<file path="src/rtl/alu_share_arbiter_if.sv">
`default_nettype none
// ============================================================================
// alu_share_arbiter_if : request/response channels of the shared-ALU arbiter
// Revision: 1.0
// ============================================================================
interface alu_share_arbiter_if #(
    parameter int XLEN = 32,
    parameter int OPW  = 7
);
    logic            req0_valid;
    logic            req0_ready;
    logic [OPW-1:0]  req0_op;
    logic [XLEN-1:0] req0_a;
    logic [XLEN-1:0] req0_b;

    logic            req1_valid;
    logic            req1_ready;
    logic [OPW-1:0]  req1_op;
    logic [XLEN-1:0] req1_a;
    logic [XLEN-1:0] req1_b;

    logic            rsp0_valid;
    logic            rsp1_valid;
    logic            rsp_ready;
    logic [XLEN-1:0] rsp_result;
    logic            rsp_zero;

    modport master (
        output req0_valid, req0_op, req0_a, req0_b,
        output req1_valid, req1_op, req1_a, req1_b,
        output rsp_ready,
        input  req0_ready, req1_ready,
        input  rsp0_valid, rsp1_valid, rsp_result, rsp_zero
    );

    modport slave (
        input  req0_valid, req0_op, req0_a, req0_b,
        input  req1_valid, req1_op, req1_a, req1_b,
        input  rsp_ready,
        output req0_ready, req1_ready,
        output rsp0_valid, rsp1_valid, rsp_result, rsp_zero
    );
endinterface
`default_nettype wire

</file>
<file path="src/rtl/alu_share_arbiter.sv">
`default_nettype none
// ============================================================================
// alu_share_arbiter : round-robin sharing of one combinational ALU by two
//                     requesters, with a latched valid/ready response.
// Revision: 1.0
// ============================================================================
module alu_share_arbiter #(
    parameter int XLEN = 32,
    parameter int OPW  = 7
) (
    input  wire logic            clk,
    input  wire logic            rst_n,
    alu_share_arbiter_if.slave   req_if,
    output logic [1:0]           alu_op,
    output logic [2:0]           alu_func3,
    output logic                 alu_opc5,
    output logic                 alu_func7,
    output logic [XLEN-1:0]      alu_src_a,
    output logic [XLEN-1:0]      alu_src_b,
    input  wire logic [XLEN-1:0] alu_result
);
    typedef enum logic [1:0] {
        IDLE  = 2'd0,
        ISSUE = 2'd1,
        RESP  = 2'd2
    } state_t;

    state_t          state_q, state_d;
    logic            last_grant_q, last_grant_d;
    logic            owner_q, owner_d;
    logic [OPW-1:0]  op_q, op_d;
    logic [XLEN-1:0] a_q, a_d;
    logic [XLEN-1:0] b_q, b_d;
    logic [XLEN-1:0] result_q, result_d;
    logic            zero_q, zero_d;

    logic            grant;
    logic            accept;

    always_comb begin
        state_d      = state_q;
        last_grant_d = last_grant_q;
        owner_d      = owner_q;
        op_d         = op_q;
        a_d          = a_q;
        b_d          = b_q;
        result_d     = result_q;
        zero_d       = zero_q;
        grant        = 1'b0;
        accept       = 1'b0;

        case (state_q)
            IDLE: begin
                // On a tie the requester that did not win last time goes first.
                if (req_if.req0_valid && req_if.req1_valid) begin
                    grant = ~last_grant_q;
                end else begin
                    grant = req_if.req1_valid;
                end
                accept = (req_if.req0_valid || req_if.req1_valid) && rst_n;
                if (accept) begin
                    state_d      = ISSUE;
                    owner_d      = grant;
                    last_grant_d = grant;
                    op_d         = grant ? req_if.req1_op : req_if.req0_op;
                    a_d          = grant ? req_if.req1_a  : req_if.req0_a;
                    b_d          = grant ? req_if.req1_b  : req_if.req0_b;
                end
            end
            ISSUE: begin
                result_d = alu_result;
                zero_d   = (alu_result == '0);
                state_d  = RESP;
            end
            RESP: begin
                if (req_if.rsp_ready) begin
                    state_d = IDLE;
                end
            end
            default: begin
                state_d = IDLE;
            end
        endcase
    end

    always_ff @(posedge clk or negedge rst_n) begin
        if (!rst_n) begin
            state_q      <= IDLE;
            last_grant_q <= 1'b1;
            owner_q      <= 1'b0;
            op_q         <= '0;
            a_q          <= '0;
            b_q          <= '0;
            result_q     <= '0;
            zero_q       <= 1'b0;
        end else begin
            state_q      <= state_d;
            last_grant_q <= last_grant_d;
            owner_q      <= owner_d;
            op_q         <= op_d;
            a_q          <= a_d;
            b_q          <= b_d;
            result_q     <= result_d;
            zero_q       <= zero_d;
        end
    end

    assign req_if.req0_ready = accept && !grant;
    assign req_if.req1_ready = accept &&  grant;
    assign req_if.rsp0_valid = (state_q == RESP) && !owner_q;
    assign req_if.rsp1_valid = (state_q == RESP) &&  owner_q;
    assign req_if.rsp_result = result_q;
    assign req_if.rsp_zero   = zero_q;

    // The ALU is fed straight from the latched payload so it only moves on accept.
    assign alu_op    = op_q[6:5];
    assign alu_func3 = op_q[4:2];
    assign alu_opc5  = op_q[1];
    assign alu_func7 = op_q[0];
    assign alu_src_a = a_q;
    assign alu_src_b = b_q;
endmodule
`default_nettype wire

</file>
<file path="src/flat_wrapper.sv">
// flat-port wrapper written by rule: the top's interface ports become plain ports
module alu_share_arbiter_flat 
#(
    parameter int XLEN = 32,
    parameter int OPW  = 7
)
  (clk, rst_n, alu_op, alu_func3, alu_opc5, alu_func7, alu_src_a, alu_src_b, alu_result, req_if_req0_valid, req_if_req0_op, req_if_req0_a, req_if_req0_b, req_if_req1_valid, req_if_req1_op, req_if_req1_a, req_if_req1_b, req_if_rsp_ready, req_if_req0_ready, req_if_req1_ready, req_if_rsp0_valid, req_if_rsp1_valid, req_if_rsp_result, req_if_rsp_zero);
  alu_share_arbiter_if #(.XLEN(XLEN), .OPW(OPW)) req_if_i ();
  input  wire logic clk;
  input  wire logic rst_n;
  output logic [1:0] alu_op;
  output logic [2:0] alu_func3;
  output logic alu_opc5;
  output logic alu_func7;
  output logic [XLEN-1:0] alu_src_a;
  output logic [XLEN-1:0] alu_src_b;
  input  wire logic [XLEN-1:0] alu_result;
  input wire logic [$bits(req_if_i.req0_valid)-1:0] req_if_req0_valid;
  input wire logic [$bits(req_if_i.req0_op)-1:0] req_if_req0_op;
  input wire logic [$bits(req_if_i.req0_a)-1:0] req_if_req0_a;
  input wire logic [$bits(req_if_i.req0_b)-1:0] req_if_req0_b;
  input wire logic [$bits(req_if_i.req1_valid)-1:0] req_if_req1_valid;
  input wire logic [$bits(req_if_i.req1_op)-1:0] req_if_req1_op;
  input wire logic [$bits(req_if_i.req1_a)-1:0] req_if_req1_a;
  input wire logic [$bits(req_if_i.req1_b)-1:0] req_if_req1_b;
  input wire logic [$bits(req_if_i.rsp_ready)-1:0] req_if_rsp_ready;
  output wire logic [$bits(req_if_i.req0_ready)-1:0] req_if_req0_ready;
  output wire logic [$bits(req_if_i.req1_ready)-1:0] req_if_req1_ready;
  output wire logic [$bits(req_if_i.rsp0_valid)-1:0] req_if_rsp0_valid;
  output wire logic [$bits(req_if_i.rsp1_valid)-1:0] req_if_rsp1_valid;
  output wire logic [$bits(req_if_i.rsp_result)-1:0] req_if_rsp_result;
  output wire logic [$bits(req_if_i.rsp_zero)-1:0] req_if_rsp_zero;
  assign req_if_i.req0_valid = req_if_req0_valid;
  assign req_if_i.req0_op = req_if_req0_op;
  assign req_if_i.req0_a = req_if_req0_a;
  assign req_if_i.req0_b = req_if_req0_b;
  assign req_if_i.req1_valid = req_if_req1_valid;
  assign req_if_i.req1_op = req_if_req1_op;
  assign req_if_i.req1_a = req_if_req1_a;
  assign req_if_i.req1_b = req_if_req1_b;
  assign req_if_i.rsp_ready = req_if_rsp_ready;
  assign req_if_req0_ready = req_if_i.req0_ready;
  assign req_if_req1_ready = req_if_i.req1_ready;
  assign req_if_rsp0_valid = req_if_i.rsp0_valid;
  assign req_if_rsp1_valid = req_if_i.rsp1_valid;
  assign req_if_rsp_result = req_if_i.rsp_result;
  assign req_if_rsp_zero = req_if_i.rsp_zero;
  alu_share_arbiter #(.XLEN(XLEN), .OPW(OPW)) u_core (.clk(clk), .rst_n(rst_n), .req_if(req_if_i), .alu_op(alu_op), .alu_func3(alu_func3), .alu_opc5(alu_opc5), .alu_func7(alu_func7), .alu_src_a(alu_src_a), .alu_src_b(alu_src_b), .alu_result(alu_result));
endmodule
</file>
<file path="config.mk">
export PLATFORM = sky130hd
export DESIGN_NAME = alu_share_arbiter_flat
export DESIGN_NICKNAME = d
export VERILOG_FILES = /design/src/rtl/alu_share_arbiter_if.sv /design/src/rtl/alu_share_arbiter.sv /design/src/flat_wrapper.sv
export SDC_FILE = /design/constraint.sdc
export NUM_CORES = 1
export LEC_CHECK = 0
export ABC_AREA = 1
export BUFFER_PORTS_ARGS = -buffer_cell sky130_fd_sc_hd__buf_2
export CAP_MARGIN = 20
export CORE_MARGIN = 10
export CORE_UTILIZATION = 25
export DETAILED_ROUTE_END_ITERATION = 8
export HOLD_SLACK_MARGIN = 0.05
export PLACE_DENSITY = 0.54
export SYNTH_ARGS = -nofsm -noshare
export SYNTH_HDL_FRONTEND = slang
export SYNTH_SLANG_ARGS = --single-unit
export TNS_END_PERCENT = 1
</file>
<file path="constraint.sdc">
create_clock -name clk -period 1.3 [get_ports clk]
set_input_delay 0.325 -clock clk [delete_from_list [all_inputs] [get_ports clk]]
set_output_delay 0.325 -clock clk [all_outputs]
set_load 0.05 [all_outputs]
</file>
-- Word-level counts from Yosys, hierarchy flattened
Cells that the tools add are included.
- bits in registers: 108
- output and inout bits: 108
- logic and storage cells: 36
- equality and inequality tests: 4
- muxes and demuxes: 10
- bitwise gates (word level): 1
- reductions and logical operators: 13
- operators with widths (operator ; count):
    $mux W32 ; 2
    $logic_not A32 Y1 ; 1
    $mux W7 ; 1
    $logic_and A1 B1 Y1 ; 6
    $pmux W2 S3 ; 1
    $mux W1 ; 4
    $mux W2 ; 2
    $reduce_and A2 Y1 ; 2
    $eq A2 B1 Y1 const B ; 1
    $eq A2 B2 Y1 const B ; 1
    $logic_not A1 Y1 ; 2
    $logic_not A2 Y1 ; 1
    $ne A2 B1 Y1 const B ; 1
    $ne A2 B2 Y1 const B ; 1
    $logic_or A1 B1 Y1 ; 1
    $not A1 Y1 ; 1

-- Depth between registers and ports, before layout
- depth in word-level cells: 6
- depth in mapped cells: 7
- depth with buffers taken out: 7

-- Worst setup path before layout
OpenSTA, ideal clock, no wires.
- kind: register to output
- start: register u_core.state_q[0]
- end: output req_if_req0_ready
- arrival time: 1.575 ns
- required time: 0.975 ns
- slack: -0.600 ns
- cell stages (with the launch flop): 5
- buffers on the path: 1
- cells stage by stage: dfrtp_1 > nor2_1 > nand2_1 > buf_4 > a21oi_1
- word-level cells in the longest chain between the ends: 4
- RTL lines (element ; RTL line ; text):
    start, declared ; alu_share_arbiter.sv:28 ; state_t state_q, state_d;
    start signal, assigned ; alu_share_arbiter.sv:97 ; state_q <= state_d;
    $logic_not A2 Y1 * ; alu_share_arbiter.sv:52 ; case (state_q)
    $mux W1 ; alu_share_arbiter.sv:52 ;
    $logic_not A1 Y1 ; alu_share_arbiter.sv:108 ; assign req_if.req0_ready = accept && !grant;
    $logic_and A1 B1 Y1 * ; alu_share_arbiter.sv:108 ;
    end, declared ; flat_wrapper.sv:27 ; output wire logic [$bits(req_if_i.req0_ready)-1:0] req_if_req0_ready;
Every way passes the cells marked *; elsewhere a longest branch is shown, timed or not.

-- Worst setup path in the final report
- start: register u_core.last_grant_q
- end: output req_if_req0_ready
- word-level cells in the longest chain between the ends: 6
- RTL lines (element ; RTL line ; text):
    start, declared ; alu_share_arbiter.sv:29 ; logic last_grant_q, last_grant_d;
    start signal, assigned ; alu_share_arbiter.sv:98 ; last_grant_q <= last_grant_d;
    $not A1 Y1 ; alu_share_arbiter.sv:56 ; grant = ~last_grant_q;
    $mux W1 ; alu_share_arbiter.sv:55 ; if (req_if.req0_valid && req_if.req1_valid) begin
    $mux W1 (2 in series) ; alu_share_arbiter.sv:52 ;
    $logic_not A1 Y1 ; alu_share_arbiter.sv:108 ;
    $logic_and A1 B1 Y1 ; alu_share_arbiter.sv:108 ;
Every way passes these cells. The select of a mux whose other input is x is not followed.

==> impl_results.md <==
- Seq cells post-synth: 108
- Switch share: 0.5037
- Final period util: 1.334
- Antenna violations before repair: 3
- Worst Path Class, Setup: register to output port
- Setup crit end kind: output port
- Worst Path Arrival: 1.41 ns
- Register share of total power: 0.287
- Sequential cell area fraction in the yosys report: 0.5220
- Final Net Count: 1,159
- RSZ-0062 raised after global routing: yes
- Num CTS Buffers: 9
- Vias: 5,345
- PD cells: 2547 nW/µm²
- TritonRoute pass-1 iters: 5
- Final Hold Viols: 0
- Largest net degree at the start of global routing: 61
- Post-synth cell types: 17
- Area Growth Syn to Fin: 54.23%
- Worst setup startpoint: u_core.last_grant_q
- # hold bufs at CTS: 0
- M1 GR Usage: 0.1688
- Switch Pwr: 0.01025 W
- R2R cell count: 8
- CTS max path bufs: 2
- Setup crit end: req_if_req0_ready
- Synth area leader: dfrtp_1
- Initial Utilization: 0.2552
- Starting DRT DRC Count: 255
- Worst-margin pin slew: 0.7908 ns
- Antenna-violating nets left: 0
- CORE AREA: 20,300 µm²
- Commonest non-fill, non-tap cell in the layout: nand2_1
- Clock Latency Late Sink: 0.35 ns
- Global-route wire length before repair: 29.29 mm
- Global routing usage on met2: 0.2195
- CTS tree: built
- Status: finished with violations
- Fin Setup TNS: -4.673 ns
- IR drop worst, VDD: 0.001089 V
- Gr ovfl total: 0
- CTS H-tree depth: 3
- # DRC: 0
- Internal cell power: 0.01010 W
- Die ar.: 26,880 µm²
- Tmin final: 1.734 ns
- Layout cells sized above 1: 0.3716
- Min-Delay Path Class: input port to asynchronous set/reset pin
- Post-Syn Instances: 692
- Die Height: 163.9 µm
- GRT Util Overall: 0.1366
- Vias per cell: 4.252
- Num ports: 287
- Failing checks: setup timing
- Crit start category: register
- Syn_area_per_cell: 7.486 µm²
- Setup ws final: -0.4338 ns
- DP Wirelength: 15.30 mm
- Root Buffer: clkbuf_16
- Synth Warn #: 0
- Ranking of synthesized cells by area: dfrtp_1 52%, nand2_1 28%, nand3_1 7.1%
- DR WL/cell: 15.48 µm
- Grt peak-use layer: met2
- Cell Area, Synth: 5180 µm²
- R2R Path Start: u_core.last_grant_q
- Met3 usage: 0.04906
- R2R Setup Slk: -0.10 ns
- Max_cap viols: 0
- Clock Power Share: 0.144
- Critical path fanouts, max: 3
- CTS Sinks: 108
- Syn Nets: 871
- Most frequent cells in the layout: 383 x nand2_1, 177 x buf_2, 107 x dfrtp_1
- Required @ worst endpoint: 0.98 ns
- Lkg Pwr: 4.548 nW
- Hold_ws: 0.1595 ns
- DRT Wirelength: 19.46 mm
- Max transition margin: 0.4728
- Vias in the first global route: 5,370
- Setup Viol. Count Final: 66
- Clock skew: 0.008601 ns
- Std-Cell Rows: 52
- Tot Pwr: 0.02035 W
- Die X-Extent: 163.9 µm
- Final slew viol count: 0
- Final Core Density: 0.3936
- Max Clk Rate: 0.5768 GHz
- Filler Cell Count: 2,126
- Synth top area share: 0.5169
- Gate power share: 0.570
- Reg clk slew, reported paths: 0.08 ns
- Port bufs: 286
- Gpl congestion: 0.8334
- Reg2Reg Capture Point: u_core.alu_src_b[12]
==> timing repair <==
action / 4_1_cts / 5_1_grt
pin swaps: 9 / 1
gates cloned: 0 / 0
buffers inserted: 2 / 1
setup endpoints to repair: 170 / 122
resized for setup: 114 / 48
==> flip-flops by register name, summed over array words and instances, names as in the netlist <==
register,count
u_core.alu_src_a,32
u_core.req_if.rsp_result,32
u_core.last_grant_q,1
u_core.req_if.rsp_zero,1
u_core.owner_q,1
u_core.state_q,2
u_core.alu_src_b,32
u_core.op_q,7
==> worst min path at each step <==
stage                               from                    to  slack (ns)
floorplan                          rst_n   u_core.alu_src_a[0]        0.03
global placement    u_core.alu_src_b[14]  u_core.alu_src_b[14]        0.46
detailed placement   u_core.alu_src_b[2]   u_core.alu_src_b[2]        0.46
CTS                     req_if_rsp_ready     u_core.state_q[1]        0.18
global route            req_if_rsp_ready     u_core.state_q[1]        0.19
finish                             rst_n   u_core.alu_src_b[8]        0.16
==> synth_stat cells <==
cell type	count
dfrtp_1	107
clkbuf_1	7
nor2_1	20
o21ai_0	20
nand2_2	3
nand3_1	74
mux2_2	13
dfstp_2	1
buf_1	5
a21oi_1	3
inv_2	1
inv_1	21
nand4_1	2
buf_2	25
buf_4	5
or2_2	1
nand2_1	384
==> stage by stage <==
stage	worst slack, ns	area [µm²]	instances
6_report	-0.4338	7989	1257
5_1_grt	-0.4849	7984	1255
4_1_cts	-0.4646	7804	1254
3_5_place_dp	-0.2076	7161	1236
3_3_place_gp	-0.2047	7161	1236
2_1_floorplan	-0.08273	5238	692
==> layer usage <==
metal,vias to the layer above,wire length [µm]
met3,17,1876
met1,2375,8399
met2,219,8925
li1,2730,-
met4,4,238
met5,-,19
==> power by group through the flow <==
stage,Combinational [W],Sequential [W],Clock (W)
6_report,0.0116,0.00584,0.00292
5_1_grt,0.0123,0.00602,0.00317
4_1_cts,0.0114,0.00576,0.00305
3_5_place_dp,0.0105,0.00568,0
3_3_place_gp,0.0104,0.00567,0
2_1_floorplan,0.00227,0.0108,0
==> critical path: stages (launching register included) <==
cell and delay, ns:
dfstp_2 0.56, nand2_4 0.07, buf_12 0.12, a21oi_4 0.15, buf_12 0.16
==> logic make-up (layout without fill, tap and decap cells) <==
group | count (synthesis) | after routing | share of synthesized area
simple gates | 484 | 484 | 0.3715
other cells | 0 | 2 | 0
mux | 13 | 13 | 0.02826
compound gates | 23 | 23 | 0.02222
flops | 108 | 108 | 0.5220
buf+inv | 64 | 357 | 0.05604
==> cell type report <==
cell class	count	area, µm²	share of cell area
well taps	270	337.8	0.04229
clock inverters	7	92.59	0.01159
flip-flops and latches	108	2704	0.3384
diodes	2	5.005	0.0006265
inverters	22	82.58	0.01034
clock buffers	9	225.2	0.02819
repair buffers	319	2263	0.2833
multi-input cells	520	2278	0.2852
No activity file was read; power rests on OpenSTA's default activity.
